### src/rtl/calc_pkg.sv
// Shared definitions for the calculator front end and the sign-magnitude adder.
package calc_pkg;

  // Magnitude width; operands carry one extra sign bit on top.
  localparam int N_MAG = 8;
  localparam int OP_W  = N_MAG + 1;

  localparam logic [3:0] KEY_PLUS  = 4'd10;
  localparam logic [3:0] KEY_MINUS = 4'd11;
  localparam logic [3:0] KEY_EQ    = 4'd12;
  localparam logic [3:0] KEY_NEG   = 4'd13;
  localparam logic [3:0] KEY_CLR   = 4'd14;

  typedef enum logic [1:0] {
    ENTER_X = 2'd0,
    ENTER_Y = 2'd1,
    PRESENT = 2'd2
  } entry_state_t;

endpackage

### src/rtl/entry_operand.sv
// One decimal operand: magnitude, sign and digit count, with a sign-magnitude output.
module entry_operand #(
  parameter int N    = 8,
  parameter int MAXD = 2
) (
  input  logic         clk,
  input  logic         rst_n,
  input  logic         i_clr,
  input  logic         i_push,
  input  logic [3:0]   i_digit,
  input  logic         i_tog,
  output logic [N:0]   o_val,
  output logic         o_empty,
  output logic         o_ovf
);

  localparam int CW = $clog2(MAXD + 1);

  logic [N-1:0]  r_mag;
  logic          r_sign;
  logic [CW-1:0] r_cnt;
  logic          w_full;

  assign w_full  = (r_cnt == CW'(MAXD));
  assign o_ovf   = i_push && w_full;
  assign o_empty = (r_cnt == '0);
  // Sign is suppressed on a zero magnitude so -0 never leaves this block.
  assign o_val   = {r_sign && (r_mag != '0), r_mag};

  // Accumulate digits, toggle sign; clear wins over everything else.
  always_ff @(posedge clk or negedge rst_n) begin
    if (!rst_n) begin
      r_mag  <= '0;
      r_sign <= 1'b0;
      r_cnt  <= '0;
    end else if (i_clr) begin
      r_mag  <= '0;
      r_sign <= 1'b0;
      r_cnt  <= '0;
    end else begin
      if (i_push && !w_full) begin
        r_mag <= (r_mag * N'(10)) + N'(i_digit);
        r_cnt <= r_cnt + CW'(1);
      end
      if (i_tog) begin
        r_sign <= !r_sign;
      end
    end
  end

endmodule

### src/rtl/operand_entry.sv
// Keypad front end: builds X, Y and the add/subtract select, then holds them for the adder.
//
// state   | meaning
// ENTER_X | collecting digits/sign for X
// ENTER_Y | collecting digits/sign for Y, operator may still change
// PRESENT | operands valid and frozen until op_ack
module operand_entry
  import calc_pkg::*;
#(
  parameter int N            = calc_pkg::N_MAG,
  parameter int MAX_X_DIGITS = 2,
  parameter int MAX_Y_DIGITS = 1
) (
  input  logic       clk,
  input  logic       rst_n,
  input  logic       key_valid,
  input  logic [3:0] key_code,
  input  logic       op_ack,
  output logic [N:0] X,
  output logic [N:0] Y,
  output logic       min_en,
  output logic       op_valid,
  output logic       key_ready,
  output logic       entry_err
);

  entry_state_t r_state, w_state_n;
  logic r_min_en, w_min_en_n;
  logic r_err, w_err_n;
  logic w_clr;
  logic w_push_x, w_push_y, w_tog_x, w_tog_y;
  logic w_ovf_x, w_ovf_y;
  logic w_empty_x, w_empty_y;

  entry_operand #(.N(N), .MAXD(MAX_X_DIGITS)) u_x (
    .clk     (clk),
    .rst_n   (rst_n),
    .i_clr   (w_clr),
    .i_push  (w_push_x),
    .i_digit (key_code),
    .i_tog   (w_tog_x),
    .o_val   (X),
    .o_empty (w_empty_x),
    .o_ovf   (w_ovf_x)
  );

  entry_operand #(.N(N), .MAXD(MAX_Y_DIGITS)) u_y (
    .clk     (clk),
    .rst_n   (rst_n),
    .i_clr   (w_clr),
    .i_push  (w_push_y),
    .i_digit (key_code),
    .i_tog   (w_tog_y),
    .o_val   (Y),
    .o_empty (w_empty_y),
    .o_ovf   (w_ovf_y)
  );

  // State, operator select and sticky error; digit overflow folds into the error here.
  always_ff @(posedge clk or negedge rst_n) begin
    if (!rst_n) begin
      r_state  <= ENTER_X;
      r_min_en <= 1'b0;
      r_err    <= 1'b0;
    end else begin
      r_state  <= w_state_n;
      r_min_en <= w_min_en_n;
      r_err    <= w_clr ? 1'b0 : (w_err_n | w_ovf_x | w_ovf_y);
    end
  end

  // Key decode and next-state; CLEAR and op_ack both collapse to the reset values.
  always_comb begin
    w_state_n  = r_state;
    w_min_en_n = r_min_en;
    w_err_n    = r_err;
    w_clr      = 1'b0;
    w_push_x   = 1'b0;
    w_push_y   = 1'b0;
    w_tog_x    = 1'b0;
    w_tog_y    = 1'b0;
    if ((key_valid && key_code == KEY_CLR) || (r_state == PRESENT && op_ack)) begin
      w_clr      = 1'b1;
      w_state_n  = ENTER_X;
      w_min_en_n = 1'b0;
      w_err_n    = 1'b0;
    end else if (key_valid && r_state != PRESENT) begin
      if (key_code <= 4'd9) begin
        w_push_x = (r_state == ENTER_X);
        w_push_y = (r_state == ENTER_Y);
      end else if (key_code == KEY_NEG) begin
        w_tog_x = (r_state == ENTER_X);
        w_tog_y = (r_state == ENTER_Y);
      end else if (key_code == KEY_PLUS || key_code == KEY_MINUS) begin
        w_min_en_n = (key_code == KEY_MINUS);
        w_state_n  = ENTER_Y;
      end else if (key_code == KEY_EQ) begin
        if (r_state == ENTER_Y) begin
          if (w_empty_y) w_err_n = 1'b1;
          else           w_state_n = PRESENT;
        end
      end else begin
        w_err_n = 1'b1;
      end
    end
  end

  assign min_en    = r_min_en;
  assign op_valid  = (r_state == PRESENT);
  assign key_ready = (r_state != PRESENT);
  assign entry_err = r_err;

endmodule
### config.mk
export PLATFORM = sky130hd
export DESIGN_NAME = operand_entry
export DESIGN_NICKNAME = d
export VERILOG_FILES = /design/src/rtl/calc_pkg.sv /design/src/rtl/entry_operand.sv /design/src/rtl/operand_entry.sv
export SDC_FILE = /design/constraint.sdc
export NUM_CORES = 1
export LEC_CHECK = 0
export ABC_AREA = 1
export ABC_CLOCK_PERIOD_IN_PS = 2550
export BUFFER_PORTS_ARGS = -buffer_cell sky130_fd_sc_hd__buf_2
export CAP_MARGIN = 10
export CELL_PAD_IN_SITES_DETAIL_PLACEMENT = 0
export CELL_PAD_IN_SITES_GLOBAL_PLACEMENT = 1
export CORE_MARGIN = 8
export CORE_UTILIZATION = 42
export CTS_CLUSTER_SIZE = 20
export DETAILED_ROUTE_END_ITERATION = 7
export PLACE_DENSITY = 0.87
export SYNTH_ARGS = -nofsm -noshare
export SYNTH_HDL_FRONTEND = slang
export SYNTH_SLANG_ARGS = --single-unit
### constraint.sdc
create_clock -name clk -period 2.55 [get_ports clk]
set_input_delay 0.1275 -clock clk [delete_from_list [all_inputs] [get_ports clk]]
set_output_delay 0.1275 -clock clk [all_outputs]
set_load 0.005 [all_outputs]
# ---- Word-level counts from Yosys, hierarchy flattened
# Index checks and enable logic that the tools add are counted.
dict set report totals {
  regBits 25
  latch_bits 0
  mem_bits_rw 0
  mem_bits_ro 0
  in_bits 8
  out_inout_bits 22
  word_cells 107
  mem_count 0
}
dict set report classes {
  add_sub_neg 4
  multipliers 2
  n_div 0
  order_cmp 1
  eq_ne 11
  n_shift 0
  muxes 49
  bitwise 2
  reduce_logical 29
}
# operator n
set op_table {}
lappend op_table {{1-bit 2-to-1 mux} 35}
lappend op_table {{8-bit 2-to-1 mux} 4}
lappend op_table {{4-bit == test, second input constant} 5}
lappend op_table {{2-bit 2-to-1 mux} 10}
lappend op_table {{8-bit by 4-bit adder with 8-bit output} 2}
lappend op_table {{8-bit by 3-bit multiplier with 7-bit output, second input constant} 2}
lappend op_table {{8-bit nonzero test} 2}
lappend op_table {{2-bit nonzero test} 6}
lappend op_table {{1-bit logical AND} 9}
lappend op_table {{3-bit nonzero test} 3}
lappend op_table {{2-bit inequality test, second input constant} 3}
lappend op_table {{6-bit AND reduction} 1}
lappend op_table {{2-bit == test, second input constant} 2}
lappend op_table {{4-bit <= comparator, second input constant} 1}
lappend op_table {{1-bit zero test} 4}
lappend op_table {{4-bit AND reduction} 1}
lappend op_table {{2-bit by 1-bit adder with 2-bit output, second input constant} 1}
lappend op_table {{2-bit by 1-bit == test with 1-bit output, second input constant} 1}
lappend op_table {{2-bit zero test} 1}
lappend op_table {{1-bit logical OR} 2}
lappend op_table {{1-bit bitwise OR} 2}
lappend op_table {{1-bit adder, second input constant} 1}

# ---- Longest topological paths before layout
dict set report depth {
  ltp_word 11
  mapped_depth 12
  mapped_depth_nobuf 12
}

# ---- Cells and area by module
# Synthesis repeated with hierarchy kept, for this count alone.
dict set report unflattened {
  hier_cells 258
  area_unflattened_um2 2003.2
}
# mod n_inst cells_per_inst area_per_inst_um2 seq_area_each_um2
set modules_own_cells {}
lappend modules_own_cells {{entry_operand (u_x)} 1 99 848.3 275.3}
lappend modules_own_cells {{entry_operand (u_y)} 1 97 793.3 250.2}
lappend modules_own_cells {operand_entry 1 62 361.6 100.1}

# ---- Worst setup path before layout
# No wires, ideal clock.
dict set report synth_path {
  kind {register to register}
  startpoint {register u_y.r_mag[1]}
  endpoint {register u_y.r_mag[7]}
  setup_ns 0.113
  arrival_time_ns 1.941
  required_ns 2.437
  slack_ns 0.497
  stages_incl_launch_ff 13
  path_buffers 0
  period_less_slack_ns 2.053
  path_cell_list {dfrtp_1 > ha_1 > ha_1 > inv_1 > fa_1 > inv_1 > nand3_1 > nor2_1 > inv_1 > nand2_1 > nand3_1 > nand2_1 > inv_1}
}
dict set report synth_between {
  elab_chain_len 4
}
# item line_no
set synth_rtl {}
lappend synth_rtl {{from (decl)} entry_operand.sv:19} ;# logic [N-1:0] r_mag;
lappend synth_rtl {{from (signal assigned)} entry_operand.sv:42} ;# r_mag <= (r_mag * N'(10)) + N'(i_digit);
lappend synth_rtl {{8-bit by 3-bit multiplier with 7-bit output} entry_operand.sv:42}
lappend synth_rtl {{8-bit by 4-bit adder with 8-bit output} entry_operand.sv:42}
lappend synth_rtl {{8-bit 2-to-1 mux} entry_operand.sv:41} ;# if (i_push && !w_full) begin
lappend synth_rtl {{8-bit 2-to-1 mux} entry_operand.sv:36} ;# end else if (i_clr) begin
# No other way between the ends. The select of a mux whose other input is x is not followed.
# A chain may end at the register's enable or synchronous reset.

# ---- Final worst setup path
# Same ends and word-level chain as after synthesis.

==> metrics.cfg <==
[global_routing]
overflow = 0
antenna_found_initial = 0
grt_pass1_vias = 1758
grtUsageTotal = 0.137
grt_max_degree = 26
grt_pass1_wl_mm = 8.16

[synthesis]
yosysSeqAreaShare = 0.317
yosysWarnings = 0
synth_simple_gate_area_share = 0.316
syn-num-nets = 284
syn_avg_cell_area_um2 = 7.87
synth-xor-area-share = 0.0355
synth-seq-cells = 25
yosys-mux-area-fraction = 0
ys_types = 27
synth_adder_area_share = 0.174
synth_cells = 251
synth_area_mm2 = 0.00197
synth_top_family_by_area = simple AND/OR/NAND/NOR gates
synth-compound-area-share = 0.0722

[power]
cellPowerDensity_mw_per_mm2 = 1110
max-vdd-ir-drop_uv = 602
leakage_nw = 1.23

[routing]
vias_per_cell = 4.99
wl_per_cell_um = 13.4
wl_mm = 4.55
drtAntennaViolNets = 0
drt_iter0_markers = 60
firstDrtPassIters = 4
vias = 1693
wl_met2_mm = 2.19
drc = 0
wl_met3_um = 223
wl_met1_mm = 2.13
top_layer = met4

[timing]
finalMaxSlewViolations = 0
fmax_mhz = 455
setup_viol = 0
hold_violations = 0
rsz0062_at_grt = no
fin_skew_ps = 4.21
period_share = 0.862
tightest_slew_ps = 612
maxSlewHeadroom = 0.592
holdWs_ps = 162
tns_ps = 0
final.min_clock_period_ps = 2200

[worst_setup_path]
crit_path_max_incr_delay_ps = 470
cp_cell_sequence = ha_1 > ha_1 > inv_1 > fa_1 > inv_1 > nand3_1 > nor2_1 > inv_1 > nand2_1 > nand3_1 > nand2_1 > inv_1
crit_arrival_ps = 2380
required_ps = 2730
start_kind = flop
crit_path_end_kind = flop
critPathTopFamily = adder cells
critical_path_class = reg -> reg
worstPathMaxFanout = 6
slowest_stage = dfrtp_1
path_common_cell = inv_1
critical_path_buf_inv_count = 4

[final_layout]
diodes = 0
area_growth_pct = 13.6
nets = 319
fillCellCount = 477
drive_gt1_frac = 0.193
multi_input_area_mm2 = 0.00118
fin_util = 0.485
seqCellArea_um2 = 626

[cts]
clk_path_buf_depth = 2
root_buffer = clkbuf_8
clk_latency_ps = 270
cts_sinks = 25
clk_pin_slew_ps = 90
numCtsBuffers = 3
cts_tree = yes
ctsHtreeMaxLevel = 1

[floorplan]
num_rows = 25
die_height_um = 84.6
core_mm2 = 0.00463
die-area_mm2 = 0.00715
io_pins = 30
start_util = 0.426
die_x_um = 84.6

[placed_design]
port_buffers = 29
gp_congestion = 0.819
dp_hpwl_mm = 3.74

[hold_path]
hold_class = in -> reg

[outcome]
status = finished clean

[flow_run]
maxCapViolCount = 0

[per-layer routing]
layer | track usage | up-vias
li1 | - | 879
met1 | 0.163 | 780
met2 | 0.246 | 32
met3 | 0.0332 | 2
met4 | 0.0162 | 0
met5 | 0 | -
[placed cells by master (no fill, tap or decap), drive strengths merged]
| master | synthesis | layout |
|---|---|---|
| dlygate4sd3 | 0 | 1 |
| xor2 | 6 | 6 |
| ha | 21 | 21 |
| nor3 | 5 | 5 |
| o21ai | 16 | 16 |
| nor2 | 13 | 13 |
| o22ai | 2 | 2 |
| xnor2 | 2 | 2 |
| nand2 | 67 | 67 |
| nor4 | 3 | 3 |
| nand3b | 3 | 3 |
| buf | 0 | 29 |
| clkinv | 0 | 1 |
| and2 | 1 | 1 |
| dfrtp | 25 | 25 |
| clkbuf | 0 | 3 |
| fa | 4 | 4 |
| o21a | 1 | 1 |
| nand4 | 3 | 3 |
| a21oi | 7 | 7 |
| inv | 44 | 44 |
| nand3 | 28 | 28 |
[report_power, final]
| group | switching (mW) | internal [mW] | leakage [nW] |
|---|---|---|---|
| combinational | 0.877 | 0.627 | 0.890 |
| sequential | 0.196 | 0.556 | 0.317 |
| clock | 0.134 | 0.110 | 0.0255 |
[layout make-up]
type	instances	area share
multi-input combinational	182	0.525
sequential	25	0.279
inverter	44	0.0759
timing repair buffer	30	0.0692
tap	54	0.0301
clock buffer	3	0.0184
clock inverter	1	0.00223
[registers in the layout (all words and copies together), names as in the netlist]
register and cells:
u_x.r_mag 8, u_y.r_mag 8, r_state 2, u_x.r_cnt 2, entry_err 1, min_en 1, u_x.r_sign 1, u_y.r_cnt 1
u_y.r_sign 1
[worst paths after layout]
| kind | start | endpoint | slack, ps | cells past startpoint |
|---|---|---|---|---|
| min in group asynchronous | rst_n | r_state[0]$_DFFE_PN0P_ | 390 | 2 |
| max in group asynchronous | rst_n | u_x.r_mag[3]$_DFFE_PN0P_ | 1760 | 2 |
| max reg2reg | u_y.r_mag[1]$_DFFE_PN0P_ | u_y.r_mag[7]$_DFFE_PN0P_ | 350 | 12 |
| max | u_y.r_mag[1]$_DFFE_PN0P_ | u_y.r_mag[7]$_DFFE_PN0P_ | 350 | 12 |
| min | key_code[0] | min_en$_DFFE_PN0P_ | 160 | 3 |
| min reg2reg | u_x.r_sign$_DFFE_PN0P_ | u_x.r_sign$_DFFE_PN0P_ | 490 | 1 |
[synthesized netlist by cell type (all sizes together)]
master	n	share of area
xor2	6	0.027
o22ai	2	0.0063
nand3b	3	0.013
nor2	13	0.053
nand4	3	0.0095
inv	44	0.086
xnor2	2	0.0089
nor4	3	0.0095
nand3	28	0.071
fa	4	0.041
a21oi	7	0.018
nor3	5	0.013
dfrtp	25	0.32
nand2	67	0.14
o21a	1	0.0038
ha	21	0.13
and2	1	0.0044
o21ai	16	0.044
[cells by family (layout without fill, tap and decap cells)]
| kind of cell | Yosys count | in the layout |
|---|---|---|
| adders and majority gates | 25 | 25 |
| DFF | 25 | 25 |
| AOI/OAI and AO/OA | 26 | 26 |
| and+or+nand+nor | 123 | 123 |
| buffers and inverters | 44 | 78 |
| xor gates and xnor gates | 8 | 8 |
[worst min-delay path: stages]
cell and delay, ps:
buf_2 130, nand3_1 80, o21ai_1 70
[timing repair]
action | CTS | global route
hold endpoints to repair | 25 | 0
hold buffers | 1 | 0
gates resized for setup | 0 | 0
buffers inserted | 0 | 0
[through the flow]
step	cell area, µm²	power [mW]	setup slack, ps	instances
after floorplan	1970	1.83	497	251
after global placement	2190	2.24	430	334
after detailed placement	2190	2.27	347	334
after CTS	2240	2.53	337	339
after global routing	2240	2.81	150	339
final	2240	2.50	353	339
Note: power is estimated with default switching activity, not from simulation.
